`config.mk`:
```
export PLATFORM = sky130hd
export DESIGN_NAME = i2c_target_regfile
export DESIGN_NICKNAME = d
export VERILOG_FILES = /design/src/rtl/i2c_target_regfile.sv
export SDC_FILE = /design/constraint.sdc
export NUM_CORES = 1
export LEC_CHECK = 0
export ABC_AREA = 1
export CAP_MARGIN = 5
export CORE_UTILIZATION = 55
export DETAILED_ROUTE_END_ITERATION = 10
export HOLD_SLACK_MARGIN = 0.08
export PLACE_DENSITY = 0.79
export RECOVER_POWER = 50
export SYNTH_ARGS = -nofsm -noshare
export SYNTH_HDL_FRONTEND = slang
export SYNTH_SLANG_ARGS = --single-unit
```
`constraint.sdc`:
```
create_clock -name clk -period 3.7 [get_ports clk]
set_input_delay 0.74 -clock clk [delete_from_list [all_inputs] [get_ports clk]]
set_output_delay 0.74 -clock clk [all_outputs]
set_load 0.01 [all_outputs]
```
`src/rtl/i2c_target_regfile.sv`:
```
// I2C target exposing four 8-bit registers to an external controller, with a
// fabric-side host write port and per-byte write strobe.
module i2c_target_regfile #(
  parameter logic [6:0]  DEV_ADDR = 7'h42,
  parameter logic [31:0] RST_VAL  = 32'h0000_0000
) (
  input  logic        clk,
  input  logic        reset,
  input  logic        scl_i,
  input  logic        sda_i,
  output logic        sda_oe,
  output logic [31:0] reg_q,
  output logic        i2c_wr_stb,
  output logic [1:0]  i2c_wr_idx,
  output logic        busy,
  input  logic        host_we,
  input  logic [1:0]  host_idx,
  input  logic [7:0]  host_dat
);

  typedef enum logic [2:0] {
    S_IDLE,
    S_ADDR,
    S_PTR,
    S_WR,
    S_RD,
    S_WAIT
  } state_t;

  logic       r_scl_s1, r_scl_s2, r_scl_d;
  logic       r_sda_s1, r_sda_s2, r_sda_d;

  state_t     r_state, w_state_nx;
  logic [3:0] r_bitcnt, w_bitcnt_nx;
  logic [7:0] r_shift, w_shift_nx;
  logic       r_ack, w_ack_nx;
  logic       r_sda_oe, w_sda_oe_nx;
  logic       r_busy, w_busy_nx;
  logic [1:0] r_ptr, w_ptr_nx;
  logic       r_rw, w_rw_nx;
  logic       r_wr_stb, w_wr_stb_nx;
  logic [1:0] r_wr_idx, w_wr_idx_nx;
  logic       w_i2c_we;

  logic [7:0] r_regs [4];

  logic       w_scl_rise, w_scl_fall, w_start, w_stop, w_addr_match;
  logic [7:0] w_rx_byte, w_rd_byte;

  // Sync flops idle high so leaving reset never fakes a START on a quiet bus.
  always_ff @(posedge clk) begin
    if (reset) begin
      r_scl_s1 <= 1'b1;
      r_scl_s2 <= 1'b1;
      r_scl_d  <= 1'b1;
      r_sda_s1 <= 1'b1;
      r_sda_s2 <= 1'b1;
      r_sda_d  <= 1'b1;
    end else begin
      r_scl_s1 <= scl_i;
      r_scl_s2 <= r_scl_s1;
      r_scl_d  <= r_scl_s2;
      r_sda_s1 <= sda_i;
      r_sda_s2 <= r_sda_s1;
      r_sda_d  <= r_sda_s2;
    end
  end

  assign w_scl_rise   = r_scl_s2 & ~r_scl_d;
  assign w_scl_fall   = ~r_scl_s2 & r_scl_d;
  assign w_start      = r_scl_s2 & r_scl_d & r_sda_d & ~r_sda_s2;
  assign w_stop       = r_scl_s2 & r_scl_d & ~r_sda_d & r_sda_s2;
  assign w_rx_byte    = {r_shift[6:0], r_sda_s2};
  assign w_rd_byte    = r_regs[r_ptr];
  assign w_addr_match = (w_rx_byte[7:1] == DEV_ADDR) && (w_rx_byte[7:1] != 7'd0);

  always_comb begin
    w_state_nx  = r_state;
    w_bitcnt_nx = r_bitcnt;
    w_shift_nx  = r_shift;
    w_ack_nx    = r_ack;
    w_sda_oe_nx = r_sda_oe;
    w_busy_nx   = r_busy;
    w_ptr_nx    = r_ptr;
    w_rw_nx     = r_rw;
    w_wr_stb_nx = 1'b0;
    w_wr_idx_nx = r_wr_idx;
    w_i2c_we    = 1'b0;

    if (w_stop) begin
      w_state_nx  = S_IDLE;
      w_bitcnt_nx = 4'd0;
      w_ack_nx    = 1'b0;
      w_sda_oe_nx = 1'b0;
      w_busy_nx   = 1'b0;
    end else if (w_start) begin
      w_state_nx  = S_ADDR;
      w_bitcnt_nx = 4'd0;
      w_ack_nx    = 1'b0;
      w_sda_oe_nx = 1'b0;
      w_busy_nx   = 1'b0;
    end else begin
      case (r_state)
        S_ADDR, S_PTR, S_WR: begin
          if (w_scl_rise && (r_bitcnt < 4'd8)) begin
            w_shift_nx  = w_rx_byte;
            w_bitcnt_nx = r_bitcnt + 4'd1;
            if (r_bitcnt == 4'd7) begin
              case (r_state)
                S_ADDR: begin
                  if (w_addr_match) w_rw_nx = w_rx_byte[0];
                  else w_state_nx = S_WAIT;
                end
                S_PTR: w_ptr_nx = w_rx_byte[1:0];
                default: begin
                  w_i2c_we    = 1'b1;
                  w_wr_stb_nx = 1'b1;
                  w_wr_idx_nx = r_ptr;
                  w_ptr_nx    = r_ptr + 2'd1;
                end
              endcase
            end
          end else if (w_scl_fall && r_ack) begin
            // End of our ACK clock: release SDA and move on to the next byte.
            w_ack_nx    = 1'b0;
            w_sda_oe_nx = 1'b0;
            w_bitcnt_nx = 4'd0;
            if (r_state == S_ADDR && r_rw) begin
              w_state_nx  = S_RD;
              w_shift_nx  = w_rd_byte;
              w_sda_oe_nx = ~w_rd_byte[7];
            end else if (r_state == S_ADDR) begin
              w_state_nx = S_PTR;
            end else begin
              w_state_nx = S_WR;
            end
          end else if (w_scl_fall && (r_bitcnt == 4'd8)) begin
            w_ack_nx    = 1'b1;
            w_sda_oe_nx = 1'b1;
            if (r_state == S_ADDR) w_busy_nx = 1'b1;
          end
        end
        S_RD: begin
          if (w_scl_rise) begin
            if (r_bitcnt < 4'd8) begin
              w_bitcnt_nx = r_bitcnt + 4'd1;
              w_shift_nx  = {r_shift[6:0], 1'b0};
            end else if (r_bitcnt == 4'd8) begin
              if (!r_sda_s2) begin
                w_ptr_nx    = r_ptr + 2'd1;
                w_bitcnt_nx = 4'd9;
              end else begin
                w_state_nx  = S_WAIT;
                w_busy_nx   = 1'b0;
                w_sda_oe_nx = 1'b0;
              end
            end
          end else if (w_scl_fall) begin
            if (r_bitcnt == 4'd9) begin
              w_shift_nx  = w_rd_byte;
              w_sda_oe_nx = ~w_rd_byte[7];
              w_bitcnt_nx = 4'd0;
            end else if (r_bitcnt == 4'd8) begin
              w_sda_oe_nx = 1'b0;
            end else if (r_bitcnt != 4'd0) begin
              w_sda_oe_nx = ~r_shift[7];
            end
          end
        end
        default: ;
      endcase
    end
  end

  always_ff @(posedge clk) begin
    if (reset) begin
      r_state  <= S_IDLE;
      r_bitcnt <= 4'd0;
      r_shift  <= 8'd0;
      r_ack    <= 1'b0;
      r_sda_oe <= 1'b0;
      r_busy   <= 1'b0;
      r_ptr    <= 2'd0;
      r_rw     <= 1'b0;
      r_wr_stb <= 1'b0;
      r_wr_idx <= 2'd0;
    end else begin
      r_state  <= w_state_nx;
      r_bitcnt <= w_bitcnt_nx;
      r_shift  <= w_shift_nx;
      r_ack    <= w_ack_nx;
      r_sda_oe <= w_sda_oe_nx;
      r_busy   <= w_busy_nx;
      r_ptr    <= w_ptr_nx;
      r_rw     <= w_rw_nx;
      r_wr_stb <= w_wr_stb_nx;
      r_wr_idx <= w_wr_idx_nx;
    end
  end

  // An I2C write to the same index beats a simultaneous host write.
  always_ff @(posedge clk) begin
    if (reset) begin
      for (int i = 0; i < 4; i++) r_regs[i] <= RST_VAL[8*i +: 8];
    end else begin
      for (int i = 0; i < 4; i++) begin
        if (w_i2c_we && (r_ptr == 2'(i))) r_regs[i] <= w_rx_byte;
        else if (host_we && (host_idx == 2'(i))) r_regs[i] <= host_dat;
      end
    end
  end

  assign sda_oe     = r_sda_oe;
  assign reg_q      = {r_regs[3], r_regs[2], r_regs[1], r_regs[0]};
  assign i2c_wr_stb = r_wr_stb;
  assign i2c_wr_idx = r_wr_idx;
  assign busy       = r_busy;

endmodule
```
### Word-level counts from Yosys, hierarchy flattened

Memories as Yosys holds them, arrays and structs flattened. A register that Yosys moved wholly into a read port is not among the register bits.
Index checks and enable logic that the tools add are counted.

| operators by class | value |
|---|---|
| $add $sub $neg | 2 |
| order comparisons | 1 |
| eq/ne operators | 49 |
| multiplexer cells | 104 |
| bitwise gates (word level) | 25 |
| reductions and logical operators | 34 |

Operator list:

| kind | number |
|---|---|
| 2-to-1 mux 8 bit | 15 |
| 2-to-1 mux 1 bit | 56 |
| inequality test 3 bit, second input constant | 16 |
| 2-to-1 mux 4 bit | 8 |
| 2-to-1 mux 3 bit | 10 |
| inequality test 4 bit, second input constant | 7 |
| AND reduction 9 bit | 3 |
| inequality test 2 bit, second input constant | 12 |
| 2-to-1 mux 2 bit | 8 |
| one-hot mux 8 bit (2 select lines) | 1 |
| AND reduction 8 bit | 2 |
| logical AND 1 bit | 13 |
| AND reduction 6 bit | 2 |
| inverter 1 bit | 10 |
| AND reduction 10 bit | 1 |
| == test 2 bit, second input constant | 4 |
| == test 4 bit, second input constant | 2 |
| OR 1 bit | 8 |
| one-hot mux 2 bit (2 select lines) | 2 |
| one-hot mux 4 bit (2 select lines) | 1 |
| AND 1 bit | 7 |
| == test 7 bit, second input constant | 1 |
| AND reduction 7 bit | 1 |
| nonzero test 7 bit | 1 |
| 17 further kinds | 24 |

| word-level totals | value |
|---|---|
| register bits | 30 |
| RAM bits | 32 |
| logic and storage cells | 233 |
| memories kept | 1 |

Memories:

| memory | words | width | read ports | clocked after memory_dff | wr ports | line | RTL |
|---|---|---|---|---|---|---|---|
| r_regs | 4 | 8 | 5 | 1 | 4 | 45 | `logic [7:0] r_regs [4];` |

### Logic depth before layout (Yosys ltp)

| depth | value |
|---|---|
| depth after elaboration | 14 |
| depth in mapped cells | 12 |
| depth with buffers taken out | 12 |

### Worst setup path before layout

OpenSTA, ideal clock, no wires.

| path | value |
|---|---|
| path type | in2reg |
| start point | input reset |
| end point | memory r_regs[0][0], enable pin |
| arrival time | 1.861 ns |
| data required time | 3.371 ns |
| path slack | 1.509 ns |
| stages on the path | 5 |
| path through | clkbuf_1 -> inv_1 -> clkbuf_1 -> clkbuf_1 -> nand3_1 |

RTL lines:

| what | line | RTL |
|---|---|---|
| start, declared | 8 | `input logic reset,` |
| end, declared | 45 |  |

==> flow_metrics.py <==
metrics = {
    "yosys": {
        "synthTopCellsByArea": "edfxtp_1 26%, dfxtp_1 18%, nand2_1 15%, nand3_1 7.6%, nor2_1 7.4%",
        "syn_area_um2": 3640,
        "synth_edf_count": 32,
        "synthArstFlopShare_pct": 0,
        "avgSynthCellArea_um2": 7.23,
        "ys_ff_latch": 64,
        "syn_nets": 529,
        "synth_top_area_share_pct": 26.4,
        "postSynthCellCount": 503,
        "yosys_warnings": 0,
        "synth_top_cells_by_count": "143 x nand2_1, 72 x nor2_1, 55 x nand3_1, 45 x inv_1, 40 x o21ai_0",
        "synth_ff_type": "edfxtp_1",
        "synth_cell_types": 28,
        "yosysTopAreaCell": "edfxtp_1",
        "post-synth-top-count-cell": "nand2_1",
        "seq_area_frac_synth_pct": 44.0,
    },
    "flow_run": {
        "cap_viol_max_count": 0,
    },
    "power_and_ir_drop": {
        "ir_drop_mv": 0.432,
        "power_density_nw_per_um2": 599,
        "leakage_nw": 1.85,
        "power.total_mw": 2.62,
    },
    "worst_setup_path": {
        "slowest_delay_ps": 760,
        "crit_type": "primary input to register",
        "worst-path-buf-inv": 3,
        "end_kind": "register",
        "slowest_stage": "clkbuf_1",
        "worstPathMaxFanout": 22,
        "crit_arrival_ps": 3100,
        "worstPathRequired_ps": 3850,
        "crit_family": "buffers and inverters",
        "cp-start-kind": "primary input",
        "crit_chain": "dlygate4sd3_1, inv_1, clkbuf_1, nand3_1, o21ai_0",
    },
    "timing": {
        "finalSetupViolCount": 0,
        "tightest_slew_ps": 1010,
        "setup_tns_ps": 0,
        "rsz0062_at_grt": "false",
        "min_period_over_period_pct": 79.7,
        "whs_ps": 408,
        "slew_violations": 0,
        "clock.fmax_mhz": 339,
        "fin_crit_ps": 2950,
        "slew_headroom_pct": 32.8,
        "skew_ps": 14.2,
        "hold_viol_final": 0,
    },
    "layout": {
        "fin_nets": 580,
        "fill_cells": 526,
        "diodes": 0,
        "area_growth_pct": 20.1,
        "fin_cells": 636,
        "final_area_um2": 4370,
        "drive_above_1_share_pct": 5.55,
    },
    "clock_tree": {
        "ctsHoldBuffers": 0,
        "cts.clk_slew.worst_paths_ps": 70,
        "numCtsBuffers": 9,
        "cts.sinks": 64,
        "cts_resized": 0,
        "cts_setup_buffers": 0,
        "clockBufferDepth": 2,
        "insertion_delay_ps": 350,
        "root_buffer": "clkbuf_8",
        "cts_tree": "built",
        "htree_levels": 3,
    },
    "die": {
        "die_h_um": 83.3,
        "start_util_pct": 57.3,
        "core.rowCount": 29,
        "pin_count": 52,
        "core_area_um2": 6350,
        "die_width_um": 83.3,
        "dieArea_um2": 6940,
    },
    "drt": {
        "vias_per_cell": 5.75,
        "drc_errors": 0,
        "dr.pass1.iters": 5,
        "wirelength_mm": 9.98,
        "drt_iter0_markers": 340,
        "vias": 3655,
        "wl_per_cell_um": 15.7,
        "antenna_left": 0,
    },
    "placed_design": {
        "place_area_um2": 4190,
        "numPortBuffers": 51,
        "place.gp.congestion": 0.971,
        "dpl.hpwl_mm": 7.54,
        "dp.cells": 620,
    },
    "worst_hold_path": {
        "hold_path_class": "register to register",
    },
    "grt": {
        "track_usage_pct": 29.5,
        "grt_overflow": 0,
        "grt_max_degree": 23,
        "grt_first_pass_wirelength_mm": 16.1,
        "grt_pass1_vias": 3398,
        "antenna_found_initial": 0,
    },
    "status": {
        "status": "completed",
    },
}
==> layout make-up <==
cell class,count,area [µm²],area share (%)
Sequential cell,64,1600,36.7
Tap cell,77,96.3,2.21
Clock inverter,4,43.8,1.00
Multi-Input combinational cell,378,1770,40.5
Timing Repair Buffer,53,522,11.9
Inverter,48,180,4.13
Clock buffer,12,155,3.55
==> routing by layer <==
layer | vias to the layer above | wire [µm] | GRT usage (%)
met4 | 0 | 545 | 20.2
li1 | 1753 | - | -
met1 | 1663 | 4010 | 35.3
met3 | 43 | 658 | 5.07
met2 | 196 | 4770 | 48.4
met5 | - | 0 | 0
==> cell families (layout without fill, tap and decap cells) <==
kind of cell	count (synthesis)	count (layout)	share of synthesized area [%]
fa+ha+maj	11	11	3.78
simple gates	296	296	35.2
buf+inv	61	117	6.98
flops	64	64	44.0
compound gates	71	71	10.0
==> worst reg2reg max path: stages, from the launching register on <==
cell     delay [ps]
dfxtp_1         380
ha_1            250
inv_1           130
nor2_4          240
nand2_4          90
nor3_4          360
nand2_2          90
nand2_1         290
nand3_1         370
==> placed cells by master (no fill, tap or decap), drive strengths merged, types with 5 or more instances in the layout <==
cell and instances:
edfxtp 32, clkdlybuf4s50 13, dlygate4sd3 38, inv 48
a21oi 23, nand4 5, ha 11, o21ai 44
clkbuf 13, nand3 56, nor2 74, dfxtp 32
nand2 149
==> sequential cells by signal, summed over array words and instances (netlist names), named ones only <==
register / cells
r_regs: 32
r_shift: 8
r_bitcnt: 4
r_state: 3
i2c_wr_idx: 2
r_ptr: 2
busy: 1
i2c_wr_stb: 1
r_ack: 1
r_rw: 1
r_scl_d: 1
r_scl_s1: 1
r_scl_s2: 1
r_sda_d: 1
r_sda_s1: 1
r_sda_s2: 1
sda_oe: 1
==> final timing paths <==
check                                         start                         end  slack, ps  depth (start not counted)
worst min-delay path            r_scl_s1$_SDFF_PP1_         r_scl_s2$_SDFF_PP1_        410                          1
worst max-delay path                          reset  r_regs[0][7]$_SDFFCE_PN0P_        750                          5
worst min register to register  r_scl_s1$_SDFF_PP1_         r_scl_s2$_SDFF_PP1_        410                          1
worst max register to register  r_scl_s2$_SDFF_PP1_  r_regs[2][6]$_SDFFCE_PN0P_       1110                          8
==> through the flow <==
step | setup WS (ps) | utilization, %
2_1_floorplan | 1510 | -
3_3_place_gp | 1100 | 65.9
3_5_place_dp | 1020 | 65.9
4_1_cts | 1130 | 69.0
5_1_grt | 603 | 68.8
6_report | 752 | 68.8
==> report_power, final <==
group | internal [mW] | switching [mW]
Sequential | 0.860 | 0.187
Combinational | 0.331 | 0.635
Clock | 0.344 | 0.261
(Power assumes the default switching activity.)
==> patch, RTL diff (config.mk and constraints unchanged) <==
Register the output `reg_q`, with the module's reset; this adds one clock of latency there. The other outputs are not delayed to match.
--- a/src/rtl/i2c_target_regfile.sv
+++ b/src/rtl/i2c_target_regfile.sv
@@ -213,3 +213,9 @@
   assign sda_oe     = r_sda_oe;
-  assign reg_q      = {r_regs[3], r_regs[2], r_regs[1], r_regs[0]};
+  always_ff @(posedge clk) begin
+    if (reset) begin
+      reg_q <= '0;
+    end else begin
+      reg_q <= {r_regs[3], r_regs[2], r_regs[1], r_regs[0]};
+    end
+  end
   assign i2c_wr_stb = r_wr_stb;
Behaviour: not the same (Yosys sat finds a counterexample within 4 cycles, from zero or initial values and one cycle with reset high).
==> patch against the original RTL <==
Worst setup slack better by 15 ps. Sequential cell count increased by 32. Area after synthesis is 30% higher. Design area up 24%. Via count is 12% higher. Power is 24% higher. First-iteration DRC count grew 2.1%. Combinational power increased by 19%. Cell count rose by 20%. Routed wire length up 10%. Critical endpoint is now r_regs[2][7]. Largest cell class is now sequential cells. Largest power group unchanged.
==> patch: results (changes against the original RTL) <==
status=finished clean; Post-Syn Area per Cell=7.75 sq um (+7.2%); worst-margin pin slew=1210 ps (+204 ps); Diodes inserted=0 (unchanged); Placement Cell Area=5270 sq um (+26%); FF-to-FF End=r_regs[2][7]; Vias=4086 (+12%); Worst R2R Path Depth=9 (+1); Post-layout nets=682 (+18%); total global-route track usage=26.0% (-3.5 points); detailed placement HPWL=8.39 mm (+11%); synth unique cells=36 (+29%); drt pass-1 iters=6 (+1); vias in the first global route=3613 (+6.3%); sequential-to-total area share from yosys stat=47.4% (+3.4 points); top_reg_cell synth=dfxtp_1; reg2reg setup slack=770 ps (-340 ps); Hold WS=426 ps (+17.7 ps); DP Cell Count=750 (+21%); final cell count without fillers=766 (+20%); critical path type=flip-flop to flip-flop; setup slack after placement=870 ps (-147 ps); drt first-iter violations=347 (+2.1%); Worst path slowest cell=nor2_1; maximum VDD drop=0.000296 V (-31%); CP max FO=18 (-18%); clk_skew=15.2 ps (+1.04 ps); Hold Crit Start=r_sda_s1; largest net degree at the start of global routing=41 (+78%); fraction of layout cells with a size suffix above 1=7.72% (+2.2 points); Top Registers=r_regs (32), reg_q (32), r_shift (8); total nets after synthesis=636 (+20%); Max stage delay on crit path=800 ps (+40 ps); Reg clk slew, reported paths=100 ps (+30 ps)
## patch: how the worst max path moves through the flow
stage / end / startpoint / cells past startpoint / slack (ps)
2_1_floorplan: r_regs[2][0] / host_idx[1] / 5 / 1650
3_3_place_gp: r_regs[2][2] / host_idx[1] / 5 / 900
3_5_place_dp: r_regs[2][4] / host_idx[1] / 5 / 870
4_1_cts: r_regs[2][7] / host_idx[1] / 5 / 1240
5_1_grt: r_regs[2][1] / r_scl_d / 10 / 560
6_report: r_regs[2][7] / r_scl_s2 / 9 / 770
## patch: report_power, final
part           internal (mW)  leakage (nW)  switching [mW]
clock network          0.257        0.0901           0.392
logic                  0.362          1.50           0.787
registers               1.24         0.846           0.214
## patch: cells by family after synthesis
logic type	after synthesis	synth area share, %
flip-flops	96	47.4
adder cells (fa/ha/maj)	11	2.91
AND/OR/NAND/NOR	323	31.1
AO/OA/AOI/OAI	80	9.21
buffers and inverters	100	9.39
## patch: final cells by class
cell class / count / area (sq um)
Fill cell: 750 / 2830
Sequential cell: 96 / 2240
Multi-Input combinational cell: 414 / 2030
Timing Repair Buffer: 54 / 529
Inverter: 81 / 317
Tap cell: 105 / 131
Clock buffer: 10 / 128
Clock inverter: 6 / 51.3
## patch: worst max-delay path, delay by kind of cell, from the launching register on
kind / cells / cell delay [ps]
flip-flops: 1 / 380
AND/OR/NAND/NOR: 7 / 1750
adder cells (fa/ha/maj): 1 / 330
buffers and inverters: 1 / 120
## patch: layer usage
metal | vias up | wire length, microns | GRT usage [%]
li1 | 2044 | - | -
met1 | 1819 | 4760 | 31.8
met2 | 183 | 4940 | 42.3
met3 | 40 | 838 | 6.60
met5 | - | 0 | 0
met4 | 0 | 459 | 13.4
